--- config.mk ---
export PLATFORM = sky130hd
export DESIGN_NAME = vehicle_detector_flat
export DESIGN_NICKNAME = d
export VERILOG_FILES = /design/src/rtl/traffic_pkg.sv /design/src/rtl/vehicle_detector_if.sv /design/src/rtl/loop_debounce.sv /design/src/rtl/vehicle_detector.sv /design/src/flat_wrapper.sv
export SDC_FILE = /design/constraint.sdc
export NUM_CORES = 1
export LEC_CHECK = 0
export CAP_MARGIN = 20
export CORE_MARGIN = 4
export CORE_UTILIZATION = 39
export DETAILED_ROUTE_END_ITERATION = 10
export MAX_ROUTING_LAYER = met4
export RECOVER_POWER = 25
export SYNTH_ARGS = -nofsm -noshare
export SYNTH_HDL_FRONTEND = slang
export SYNTH_SLANG_ARGS = --single-unit
export TNS_END_PERCENT = 1
--- constraint.sdc ---
create_clock -name clk -period 2 [get_ports clk]
set_input_delay 0.3 -clock clk [delete_from_list [all_inputs] [get_ports clk]]
set_output_delay 0.3 -clock clk [all_outputs]
set_load 0.005 [all_outputs]
--- src/rtl/traffic_pkg.sv ---
// Shared traffic definitions: light encodings used by the controller and the
// vehicle detector, plus the detector state enum.
package traffic_pkg;

   localparam logic [2:0] RED    = 3'b100;
   localparam logic [2:0] YELLOW = 3'b010;
   localparam logic [2:0] GREEN  = 3'b001;

   typedef enum logic [1:0] {
      IDLE,
      WAIT_SERVE,
      SERVING
   } det_state_t;

   // True only for the exact green encoding; any other pattern is "not green".
   function automatic logic is_green(input logic [2:0] light);
      return light == GREEN;
   endfunction

endpackage

--- src/rtl/vehicle_detector_if.sv ---
// Request/acknowledge link between the vehicle detector and the traffic light
// controller: the detector raises sensor, the controller answers on side_light.
interface vehicle_detector_if;

   logic       sensor;
   logic [2:0] side_light;

   modport master (output sensor, input side_light);
   modport slave  (input sensor, output side_light);

endinterface

--- src/rtl/loop_debounce.sv ---
// Two-flop synchronizer and debounce counter for the inductive loop input.
// Produces the debounced loop level and a one-cycle arrival pulse on its rise.
module loop_debounce #(
   parameter int unsigned DEBOUNCE_CYCLES = 8
) (
   input  logic clk,
   input  logic rst_n,
   input  logic loop_raw,
   output logic loop_db,
   output logic arrival
);

   localparam int unsigned CNT_W = (DEBOUNCE_CYCLES > 1) ? $clog2(DEBOUNCE_CYCLES) : 1;
   localparam logic [CNT_W-1:0] CNT_LAST = CNT_W'(DEBOUNCE_CYCLES - 1);

   logic             sync_q;
   logic             loop_s;
   logic [CNT_W-1:0] db_cnt;
   logic             settle;

   // The counter never holds DEBOUNCE_CYCLES itself: the edge that would count
   // up to it instead commits the new level and returns the counter to 0.
   assign settle = (loop_s != loop_db) && (db_cnt == CNT_LAST);

   // Bring the asynchronous loop input into the clock domain.
   always_ff @(posedge clk or negedge rst_n) begin
      if (!rst_n) begin
         sync_q <= 1'b0;
         loop_s <= 1'b0;
      end else begin
         sync_q <= loop_raw;
         loop_s <= sync_q;
      end
   end

   // Accept a new loop level only after it has differed for DEBOUNCE_CYCLES cycles.
   always_ff @(posedge clk or negedge rst_n) begin
      if (!rst_n) begin
         db_cnt  <= '0;
         loop_db <= 1'b0;
         arrival <= 1'b0;
      end else begin
         arrival <= settle & loop_s;
         if (loop_s == loop_db) begin
            db_cnt <= '0;
         end else if (settle) begin
            db_cnt  <= '0;
            loop_db <= loop_s;
         end else begin
            db_cnt <= db_cnt + CNT_W'(1);
         end
      end
   end

endmodule

--- src/rtl/vehicle_detector.sv ---
// Side-street vehicle detector: debounced loop, saturating arrival counter and
// a request FSM that holds sensor until the side light turns green.
// Optional stuck-loop detection is built when STUCK_DETECT_EN is defined.
module vehicle_detector
   import traffic_pkg::*;
#(
   parameter int unsigned DEBOUNCE_CYCLES = 8,
   parameter int unsigned COUNT_W         = 8,
   parameter int unsigned STUCK_CYCLES    = 1000
) (
   input  logic               clk,
   input  logic               rst_n,
   input  logic               loop_raw,
   input  logic               count_clr,
   vehicle_detector_if.master ctrl,
   output logic [COUNT_W-1:0] car_count,
   output logic               stuck
);

   det_state_t state, state_n;
   logic       pending, pending_n;
   logic       loop_db;
   logic       arrival;
   logic       force_idle;
   logic       green;

   assign green = is_green(ctrl.side_light);

   loop_debounce #(
      .DEBOUNCE_CYCLES(DEBOUNCE_CYCLES)
   ) u_loop_debounce (
      .clk     (clk),
      .rst_n   (rst_n),
      .loop_raw(loop_raw),
      .loop_db (loop_db),
      .arrival (arrival)
   );

`ifdef STUCK_DETECT_EN
   localparam int unsigned OCC_W = $clog2(STUCK_CYCLES + 1);
   localparam logic [OCC_W-1:0] OCC_LIMIT = OCC_W'(STUCK_CYCLES);

   logic [OCC_W-1:0] occ_cnt;
   logic             stuck_hit;

   // Counter parks at the limit, so stuck_hit stays true for as long as the loop stays occupied.
   assign stuck_hit  = loop_db && (occ_cnt == OCC_LIMIT);
   assign force_idle = stuck_hit | stuck;

   // Measure continuous occupancy and flag a loop that never clears.
   always_ff @(posedge clk or negedge rst_n) begin
      if (!rst_n) begin
         occ_cnt <= '0;
         stuck   <= 1'b0;
      end else begin
         if (!loop_db)
            occ_cnt <= '0;
         else if (!stuck_hit)
            occ_cnt <= occ_cnt + OCC_W'(1);
         stuck <= stuck_hit;
      end
   end
`else
   assign stuck      = 1'b0;
   assign force_idle = 1'b0;
`endif

   // Saturating arrival count; a clear in the same cycle as an arrival leaves 1.
   always_ff @(posedge clk or negedge rst_n) begin
      if (!rst_n) begin
         car_count <= '0;
      end else if (count_clr) begin
         car_count <= arrival ? COUNT_W'(1) : '0;
      end else if (arrival && (car_count != '1)) begin
         car_count <= car_count + COUNT_W'(1);
      end
   end

   // Next-state and pending logic for the request FSM.
   always_comb begin
      state_n   = state;
      pending_n = pending;
      case (state)
         IDLE: begin
            if (arrival)
               state_n = WAIT_SERVE;
         end
         WAIT_SERVE: begin
            if (green)
               state_n = SERVING;
         end
         SERVING: begin
            if (!green) begin
               state_n   = (pending || loop_db) ? WAIT_SERVE : IDLE;
               pending_n = 1'b0;
            end else if (arrival) begin
               pending_n = 1'b1;
            end
         end
         default: begin
            state_n   = IDLE;
            pending_n = 1'b0;
         end
      endcase
      if (force_idle) begin
         state_n   = IDLE;
         pending_n = 1'b0;
      end
   end

   // State, pending flag and the registered sensor decode.
   always_ff @(posedge clk or negedge rst_n) begin
      if (!rst_n) begin
         state       <= IDLE;
         pending     <= 1'b0;
         ctrl.sensor <= 1'b0;
      end else begin
         state       <= state_n;
         pending     <= pending_n;
         ctrl.sensor <= (state_n == WAIT_SERVE);
      end
   end

endmodule

--- src/flat_wrapper.sv ---
// flat-port wrapper written by rule: the top's interface ports become plain ports
module vehicle_detector_flat import traffic_pkg::*;
#(
   parameter int unsigned DEBOUNCE_CYCLES = 8,
   parameter int unsigned COUNT_W         = 8,
   parameter int unsigned STUCK_CYCLES    = 1000
)
  (clk, rst_n, loop_raw, count_clr, car_count, stuck, ctrl_sensor, ctrl_side_light);
  vehicle_detector_if ctrl_i ();
  input  logic clk;
  input  logic rst_n;
  input  logic loop_raw;
  input  logic count_clr;
  output logic [COUNT_W-1:0] car_count;
  output logic stuck;
  output wire logic [$bits(ctrl_i.sensor)-1:0] ctrl_sensor;
  input wire logic [$bits(ctrl_i.side_light)-1:0] ctrl_side_light;
  assign ctrl_sensor = ctrl_i.sensor;
  assign ctrl_i.side_light = ctrl_side_light;
  vehicle_detector #(.DEBOUNCE_CYCLES(DEBOUNCE_CYCLES), .COUNT_W(COUNT_W), .STUCK_CYCLES(STUCK_CYCLES)) u_core (.clk(clk), .rst_n(rst_n), .loop_raw(loop_raw), .count_clr(count_clr), .ctrl(ctrl_i), .car_count(car_count), .stuck(stuck));
endmodule
==> flow_summary.json, run 1 <==
{
  "status": "finished clean",
  "vdd_ir_drop_max_mv": 0.525,
  "final_cell_mix": "dfrtp_1 (19), clkdlybuf4s50_1 (13), a21oi_1 (8)",
  "async_flop_share": 1.00,
  "critPathBufInv": 1,
  "hold_violations": 0,
  "setup_slack_ns": 0.354,
  "drt-initial-drc-count": 9,
  "cts_resized": 0,
  "wirelength_um": 1590,
  "synth_cell_type_count": 38,
  "crit_slowest_cell": "clkdlybuf4s50_1",
  "routedWlPerCell_um": 12.1,
  "grt_antenna_before_repair": 0,
  "holdPathEnd": "u_core.u_loop_debounce.loop_s",
  "whs_ns": 0.362,
  "path_cells": "clkdlybuf4s50_1",
  "worstSetupPathType": "reg2out",
  "r2r_start": "u_core.car_count[0]",
  "clock_path_buffers": 2,
  "max_cap_violations": 0,
  "ys_seq_area_frac": 0.497,
  "core_area_sq_um": 2280,
  "vias": 698,
  "p_per_area_nw_per_um2": 730,
  "holdPathStages": 0,
  "finalSetupViolCount": 0,
  "rsz0062_at_grt": "false",
  "clock_skew_ns": 0.00224,
  "cpPeakStageDelay_ns": 0.55,
  "cp.arrival_ns": 1.35,
  "layout-drive-gt1-share": 0.107,
  "cts_max_level": 1,
  "io_pins": 17,
  "cts_tree": "built",
  "setup-tns-final_ns": 0,
  "synth_nets": 97,
  "synth_edf_count": 0,
  "avgViaCountPerCell": 5.33,
  "r2r-end": "u_core.car_count[5]",
  "fin_nets": 114,
  "max_slew_margin": 0.348,
  "min_period_over_period": 0.823,
  "synth_top_cell_by_area": "dfrtp_1",
  "avgSynthCellArea_sq_um": 11.0,
  "synthesis.area_sq_um": 957,
  "cts-root-buf": "clkbuf_4",
  "layout_commonest_cell": "dfrtp_1",
  "p_leak_nw": 0.503,
  "hp-class": "reg2reg",
  "postSynthCellCount": 87,
  "yosys_warnings": 0,
  "port_buffers": 15,
  "hold_start": "u_core.u_loop_debounce.sync_q",
  "grt_pass1_vias": 678,
  "post_cts_buffers": 0,
  "diodes": 0,
  "drv_slew": 0,
  "grt_pass1_wl_um": 2820,
  "ff2ff_setup_slack_ns": 0.37,
  "synthTopCellsByArea": "dfrtp_1 (50%), a21oi_1 (4.2%), ha_1 (3.9%), mux2_4 (3.1%), nand2b_1 (2.6%)",
  "syn_to_final_growth_pct": 19.6,
  "startpoint_type": "flip-flop",
  "ys_seq_elements": 19,
  "numCtsBuffers": 3,
  "worstPathMaxFanout": 8,
  "worst_pin_slew_ns": 0.977,
  "endpoint_kind": "output port",
  "hold_buffers": 0,
  "first_pass_iters": 4,
  "overflow": 0,
  "hpwl_um": 1150,
  "die_h_um": 57.5,
  "max_freq_mhz": 608,
  "rows": 17,
  "clk_pin_slew_ns": 0.12,
  "path_delay_family": "buffers and inverters",
  "reg2reg_depth": 4,
  "drc": 0,
  "clock_sinks": 19,
  "ant_nets": 0,
  "synth_top_area_frac": 0.497,
  "pre_cts_slack_ns": 0.391,
  "grt_max_degree": 20,
  "path_depth": 1,
  "insertion_delay_ns": 0.30,
  "synth-main-ff-cell": "dfrtp_1",
  "initial_core_util": 0.421,
  "worstPathRequired_ns": 1.70,
  "place_congestion": 0.684,
  "die_w_um": 57.5,
  "dieArea_sq_um": 3310,
  "period_minus_slack_ns": 1.65,
  "track_usage": 0.110
}
[per-stage QoR]
| step | cell area, sq um | std cells | power [mW] | util |
|---|---|---|---|---|
| after CTS | 1150 | 131 | 0.849 | 0.505 |
| after global routing | 1140 | 131 | 0.891 | 0.503 |
| after detailed placement | 1120 | 127 | 0.645 | 0.491 |
| final | 1140 | 131 | 0.836 | 0.503 |
| after floorplan | 957 | 87 | 0.585 | - |
| after global placement | 1120 | 127 | 0.638 | 0.491 |
[routing by layer]
layer | up-vias | GRT usage | part of all wire
met3 | 4 | 0.0226 | 0.053
li1 | 341 | - | -
met4 | 0 | 0.0397 | 0.014
met1 | 336 | 0.142 | 0.46
met5 | - | - | 0
met2 | 17 | 0.171 | 0.47
[power by group]
| group | internal [mW] | leakage [nW] | switching, mW |
|---|---|---|---|
| registers | 0.441 | 0.256 | 0.0393 |
| clock network | 0.0761 | 0.0139 | 0.128 |
| logic | 0.0832 | 0.233 | 0.0682 |
| total | 0.601 | 0.503 | 0.235 |
[kinds of logic (layout without fill, tap and decap cells)]
kind of cell               Yosys count  count (layout)  share of synthesized area
other                                1               1                    0.00392
muxes                                3               3                     0.0418
adders and majority gates            3               3                     0.0392
AOI/OAI and AO/OA                   19              19                      0.140
xor gates and xnor gates             2               2                     0.0183
and+or+nand+nor                     34              34                      0.220
DFF                                 19              19                      0.497
buffers and inverters                6              22                     0.0405
[synthesized netlist by cell type, drive strengths merged (2+ instances only)]
cell type and number:
and4 2, nor2 6, a211oi 2, a21oi 9, inv 2, a21o 2
ha 3, mux2 2, o21ai 2, nand4 3, nand2 2, nand3 3
buf 3, dfrtp 19, nor3 3, nor2b 2, and2 3, nand2b 4
nor3b 3
[state kept, by name, summed over array words and instances (netlist names)]
name,count
u_core.u_loop_debounce.sync_q,1
u_core.u_loop_debounce.db_cnt,3
u_core.car_count,8
u_core.u_loop_debounce.loop_s,1
u_core.u_loop_debounce.arrival,1
u_core.state,2
u_core.ctrl.sensor,1
u_core.pending,1
u_core.u_loop_debounce.loop_db,1
[layout make-up]
cell class / instances / area, sq um
timing repair buffer: 16 / 154
tap: 28 / 35.0
inverter: 2 / 7.51
multi-input combinational: 62 / 443
clock buffer: 3 / 22.5
sequential: 19 / 475
clock inverter: 1 / 7.51
fill: 209 / 1130
[worst max-delay path by stage]
stage	slack, ns	startpoint	end
after floorplan	0.44	u_core.car_count[0]	u_core.car_count[5]
after detailed placement	0.39	u_core.car_count[0]	u_core.car_count[5]
after global placement	0.42	u_core.car_count[0]	u_core.car_count[5]
after global routing	0.30	u_core.car_count[2]	car_count[2]
after CTS	0.35	u_core.car_count[2]	car_count[2]
final	0.35	u_core.car_count[2]	car_count[2]
Power figures use the tool's default switching activity.
==> run 2: changes to the inputs <==
==> constraint.sdc (replaced) <==
create_clock -name clk -period 1.7 [get_ports clk]
set_input_delay 0.255 -clock clk [delete_from_list [all_inputs] [get_ports clk]]
set_output_delay 0.255 -clock clk [all_outputs]
set_load 0.005 [all_outputs]
==> run 2 against run 1 <==
  * Critical path depth stayed put
  * Cell count grew 1.5%
  * Hold slack worse by 0.00085 ns
  * Via count decreased by 2.1%
  * Core utilization increased by 0.66 points
  * Register-to-register slack got worse by 0.25 ns
  * Count of clock-buffer cells in the layout is the same
  * Sequential power up 17%
  * Total power grew 18%
  * Critical path type unchanged
  * Critical endpoint unchanged
==> flow_summary.json, run 2 (synthesis results as in run 1) <==
{
  "r2r-end": "u_core.car_count[5]",
  "grt_max_degree": 20,
  "cp.arrival_ns": 1.34,
  "cts_resized": 0,
  "layout-drive-gt1-share": 0.124,
  "path_delay_family": "buffers and inverters",
  "cpPeakStageDelay_ns": 0.55,
  "holdPathEnd": "u_core.u_loop_debounce.loop_s",
  "hpwl_um": 1210,
  "min_period_over_period": 0.937,
  "use_met2": 0.171,
  "placedInstanceArea_sq_um": 1130,
  "path_depth": 1,
  "status": "finished clean",
  "reg2reg_depth": 4,
  "syn_to_final_growth_pct": 21.2,
  "regMostFlops": "u_core.car_count",
  "diodes": 0,
  "hold_buffers": 0,
  "worstPathRequired_ns": 1.44,
  "layout_commonest_cell": "dfrtp_1",
  "postLayoutCellArea_sq_um": 1160,
  "initial_core_util": 0.421,
  "dieArea_sq_um": 3310,
  "port_buffers": 15,
  "fin_nets": 116,
  "p_leak_nw": 0.514,
  "path_cells": "clkdlybuf4s50_1",
  "cts-root-buf": "clkbuf_4",
  "wirelength_um": 1650,
  "holdPathStages": 0,
  "final_util": 0.510,
  "startpoint_type": "flip-flop",
  "io_pins": 17,
  "die_h_um": 57.5,
  "vias": 683,
  "use_met1": 0.162,
  "finalSetupViolCount": 0,
  "r2r_start": "u_core.car_count[1]",
  "top_regs": "u_core.car_count (8), u_core.u_loop_debounce.db_cnt (3), u_core.state (2)",
  "clock_skew_ns": 0.00225,
  "largest_reg_flops": 8,
  "crit_slowest_cell": "clkdlybuf4s50_1",
  "core_area_sq_um": 2280,
  "insertion_delay_ns": 0.30,
  "worst_pin_slew_ns": 0.989,
  "worstPathMaxFanout": 8,
  "cts_max_level": 1,
  "setup-tns-final_ns": 0,
  "period_minus_slack_ns": 1.59,
  "track_usage": 0.120,
  "rsz0062_at_grt": "false",
  "max_freq_mhz": 628,
  "clk_pin_slew_ns": 0.12,
  "vdd_ir_drop_max_mv": 0.620,
  "die_w_um": 57.5,
  "critPathBufInv": 1,
  "grt_busiest_layer": "met2",
  "grt_antenna_before_repair": 0,
  "final_cell_mix": "dfrtp_1 (19), clkdlybuf4s50_1 (13), a21oi_1 (8)",
  "cts_tree": "built",
  "overflow": 0,
  "max_slew_margin": 0.341,
  "post_cts_buffers": 0,
  "rows": 17,
  "clock_path_buffers": 2,
  "drt-initial-drc-count": 16,
  "avgViaCountPerCell": 5.14,
  "numCtsBuffers": 3,
  "grt_pass1_vias": 647,
  "globalRouteMet3Util": 0.0204,
  "hp-class": "reg2reg",
  "place_congestion": 0.751,
  "worstSetupPathType": "reg2out",
  "hold_start": "u_core.u_loop_debounce.sync_q",
  "p_per_area_nw_per_um2": 850,
  "clock_sinks": 19,
  "grt_pass1_wl_um": 2970,
  "first_pass_iters": 4,
  "routedWlPerCell_um": 12.4,
  "max_cap_violations": 0,
  "ff2ff_setup_slack_ns": 0.12,
  "drc": 0,
  "drv_slew": 0,
  "ant_nets": 0,
  "hold_violations": 0,
  "endpoint_kind": "output port"
}
[run 2: changes by cell type in the layout (fill, tap and decap cells not counted)]
cell   delta
buf_4     +2
[run 2: cell type report]
class                      instances  area, sq um
tap                               28         35.0
timing repair buffer              18          169
fill                             214         1120
sequential                        19          475
multi-input combinational         62          443
clock buffer                       3         22.5
inverter                           2         7.51
clock inverter                     1         7.51
[run 2: worst max path at each step]
stage | slack, ns | startpoint | to
after floorplan | 0.14 | u_core.car_count[0] | u_core.car_count[5]
after global placement | 0.17 | u_core.car_count[1] | u_core.car_count[5]
after detailed placement | 0.12 | u_core.car_count[1] | u_core.car_count[5]
after CTS | 0.09 | u_core.car_count[2] | car_count[2]
after global routing | 0.03 | u_core.car_count[2] | car_count[2]
final | 0.11 | u_core.car_count[2] | car_count[2]
[run 2: metrics by stage]
step           cells  hold slack [ns]  total power [mW]  setup slack (ns)
5_1_grt          133            0.369              1.06            0.0330
3_3_place_gp     129            0.334             0.753             0.167
6_report         133            0.361             0.986             0.107
3_5_place_dp     129            0.335             0.760             0.124
4_1_cts          133            0.280              1.01            0.0899
2_1_floorplan     87          -0.0406             0.688             0.142
[run 2: power by group]
part / switching, mW / leakage [nW] / internal, mW / total (mW)
registers: 0.0425 / 0.256 / 0.519 / 0.562
clock network: 0.152 / 0.0139 / 0.0896 / 0.241
logic: 0.0829 / 0.244 / 0.0997 / 0.183
[run 2: metal layers]
metal | vias to the layer above | routed length [um]
li1 | 347 | -
met1 | 320 | 766
met2 | 12 | 766
met3 | 4 | 74
met4 | 0 | 38
met5 | - | 0
==> run 3: changes to the inputs <==
--- a/config.mk
+++ b/config.mk
@@ -9,6 +9,7 @@
 export CORE_MARGIN = 4
 export CORE_UTILIZATION = 39
 export DETAILED_ROUTE_END_ITERATION = 10
+export DONT_BUFFER_PORTS = 1
 export MAX_ROUTING_LAYER = met4
 export RECOVER_POWER = 25
 export SYNTH_ARGS = -nofsm -noshare
==> run 3 against run 2 <==
  * Clock power decreased by 5%
  * Largest power group unchanged
  * Critical path depth grew 3
  * Core utilization is 4.8 points lower
  * Non-clock buffer count fell by 11
  * Largest cell class unchanged
  * Critical path type is now reg2reg
  * Clock skew rose by 0.0018 ns
  * Via count shrank 7.5%
  * Total power fell by 4.0%
  * Sequential power about the same
==> flow_summary.json, run 3 (synthesis results as in run 1) <==
{
  "status": "finished clean",
  "grt_pass1_vias": 625,
  "diodes": 0,
  "rows": 17,
  "place_inst": 114,
  "dieArea_sq_um": 3310,
  "grt_busiest_layer": "met2",
  "initial_core_util": 0.421,
  "io_pins": 17,
  "routedWlPerCell_um": 13.0,
  "avgViaCountPerCell": 5.18,
  "grt_pass1_wl_um": 2840,
  "layout_commonest_cell": "dfrtp_1",
  "place_congestion": 0.722,
  "layout-drive-gt1-share": 0.138,
  "rsz0062_at_grt": "false",
  "max_slew_margin": 0.444,
  "cts_max_level": 1,
  "cts_tree": "built",
  "worstSetupPathType": "reg2reg",
  "setup-tns-final_ns": 0,
  "vias": 632,
  "worstPathMaxFanout": 5,
  "ff2ff_setup_slack_ns": 0.16,
  "regMostFlops": "u_core.car_count",
  "period_minus_slack_ns": 1.54,
  "crit_end": "u_core.car_count[5]",
  "endpoint_kind": "flip-flop",
  "startpoint_type": "flip-flop",
  "globalRouteMet3Util": 0.0339,
  "wirelength_um": 1590,
  "clk_pin_slew_ns": 0.11,
  "hold_violations": 0,
  "numCtsBuffers": 3,
  "clock_sinks": 19,
  "syn_to_final_growth_pct": 9.67,
  "drc": 0,
  "vdd_ir_drop_max_mv": 0.577,
  "ant_nets": 0,
  "first_pass_iters": 4,
  "die_w_um": 57.5,
  "post_cts_buffers": 0,
  "insertion_delay_ns": 0.29,
  "top_regs": "u_core.car_count (8), u_core.u_loop_debounce.db_cnt (3), u_core.state (2)",
  "crit_start": "u_core.car_count[0]",
  "worstPathRequired_ns": 1.89,
  "finalSetupViolCount": 0,
  "grt_max_degree": 20,
  "reg2reg_depth": 4,
  "cts-root-buf": "clkbuf_4",
  "largest_reg_flops": 8,
  "worst_pin_slew_ns": 0.832,
  "placedInstanceArea_sq_um": 983,
  "track_usage": 0.113,
  "hp-class": "in2reg",
  "final_util": 0.461,
  "max_freq_mhz": 649,
  "postLayoutCellArea_sq_um": 1050,
  "port_buffers": 0,
  "drv_slew": 0,
  "overflow": 0,
  "p_per_area_nw_per_um2": 901,
  "pre_cts_slack_ns": 0.172,
  "hpwl_um": 1140,
  "r2r_start": "u_core.car_count[0]",
  "clock_skew_ns": 0.00405,
  "setup_slack_ns": 0.160,
  "min_period_over_period": 0.906,
  "finalPower_mw": 0.946,
  "clock_path_buffers": 2,
  "use_met2": 0.160,
  "max_cap_violations": 0,
  "final_cell_mix": "dfrtp_1 (19), a21oi_1 (8), nor2_1 (6)",
  "core_area_sq_um": 2280,
  "fin_nets": 105,
  "drt-initial-drc-count": 22,
  "whs_ns": 0.0227,
  "die_h_um": 57.5,
  "p_leak_nw": 0.475,
  "use_met1": 0.154,
  "grt_antenna_before_repair": 0,
  "final_cells": 122,
  "cp.arrival_ns": 1.73,
  "r2r-end": "u_core.car_count[5]"
}
==> run 3: layer usage <==
layer / vias to the layer above / routed length (um)
met4: 0 / 12
li1: 324 / -
met2: 13 / 717
met1: 293 / 760
met5: - / 0
met3: 2 / 95
==> run 3: what timing repair did <==
action	in CTS	in global routing
hold buffers	3	1
hold endpoints to repair	21	1
resized for setup	0	0
==> run 3: how the worst min path moves through the flow <==
stage	from	end	slack (ns)	depth (start not counted)
floorplan	rst_n	u_core.car_count[0]	-0.04	0
global placement	rst_n	u_core.u_loop_debounce.db_cnt[1]	-0.04	0
detailed placement	rst_n	u_core.u_loop_debounce.db_cnt[2]	-0.04	0
CTS	count_clr	u_core.car_count[6]	0.008	1
global route	count_clr	u_core.car_count[2]	0.002	1
finish	count_clr	u_core.car_count[2]	0.02	1
==> run 3: final cells by class <==
class | count | area [sq um]
Tap cell | 28 | 35.0
Clock inverter | 1 | 7.51
Clock buffer | 3 | 22.5
Multi-Input combinational cell | 62 | 443
Timing Repair Buffer | 7 | 58.8
Inverter | 2 | 7.51
Sequential cell | 19 | 475
Fill cell | 223 | 1230
==> run 3: where the power goes <==
group	switching, mW	internal (mW)
clock	0.141	0.0894
combinational	0.0723	0.0788
sequential	0.0454	0.519
==> run 3: worst max-delay path: stages, from the launching register on <==
cell and delay [ns]:
dfrtp_1 0.40, ha_1 0.26, and3_4 0.23, a211oi_4 0.24, mux2_4 0.31
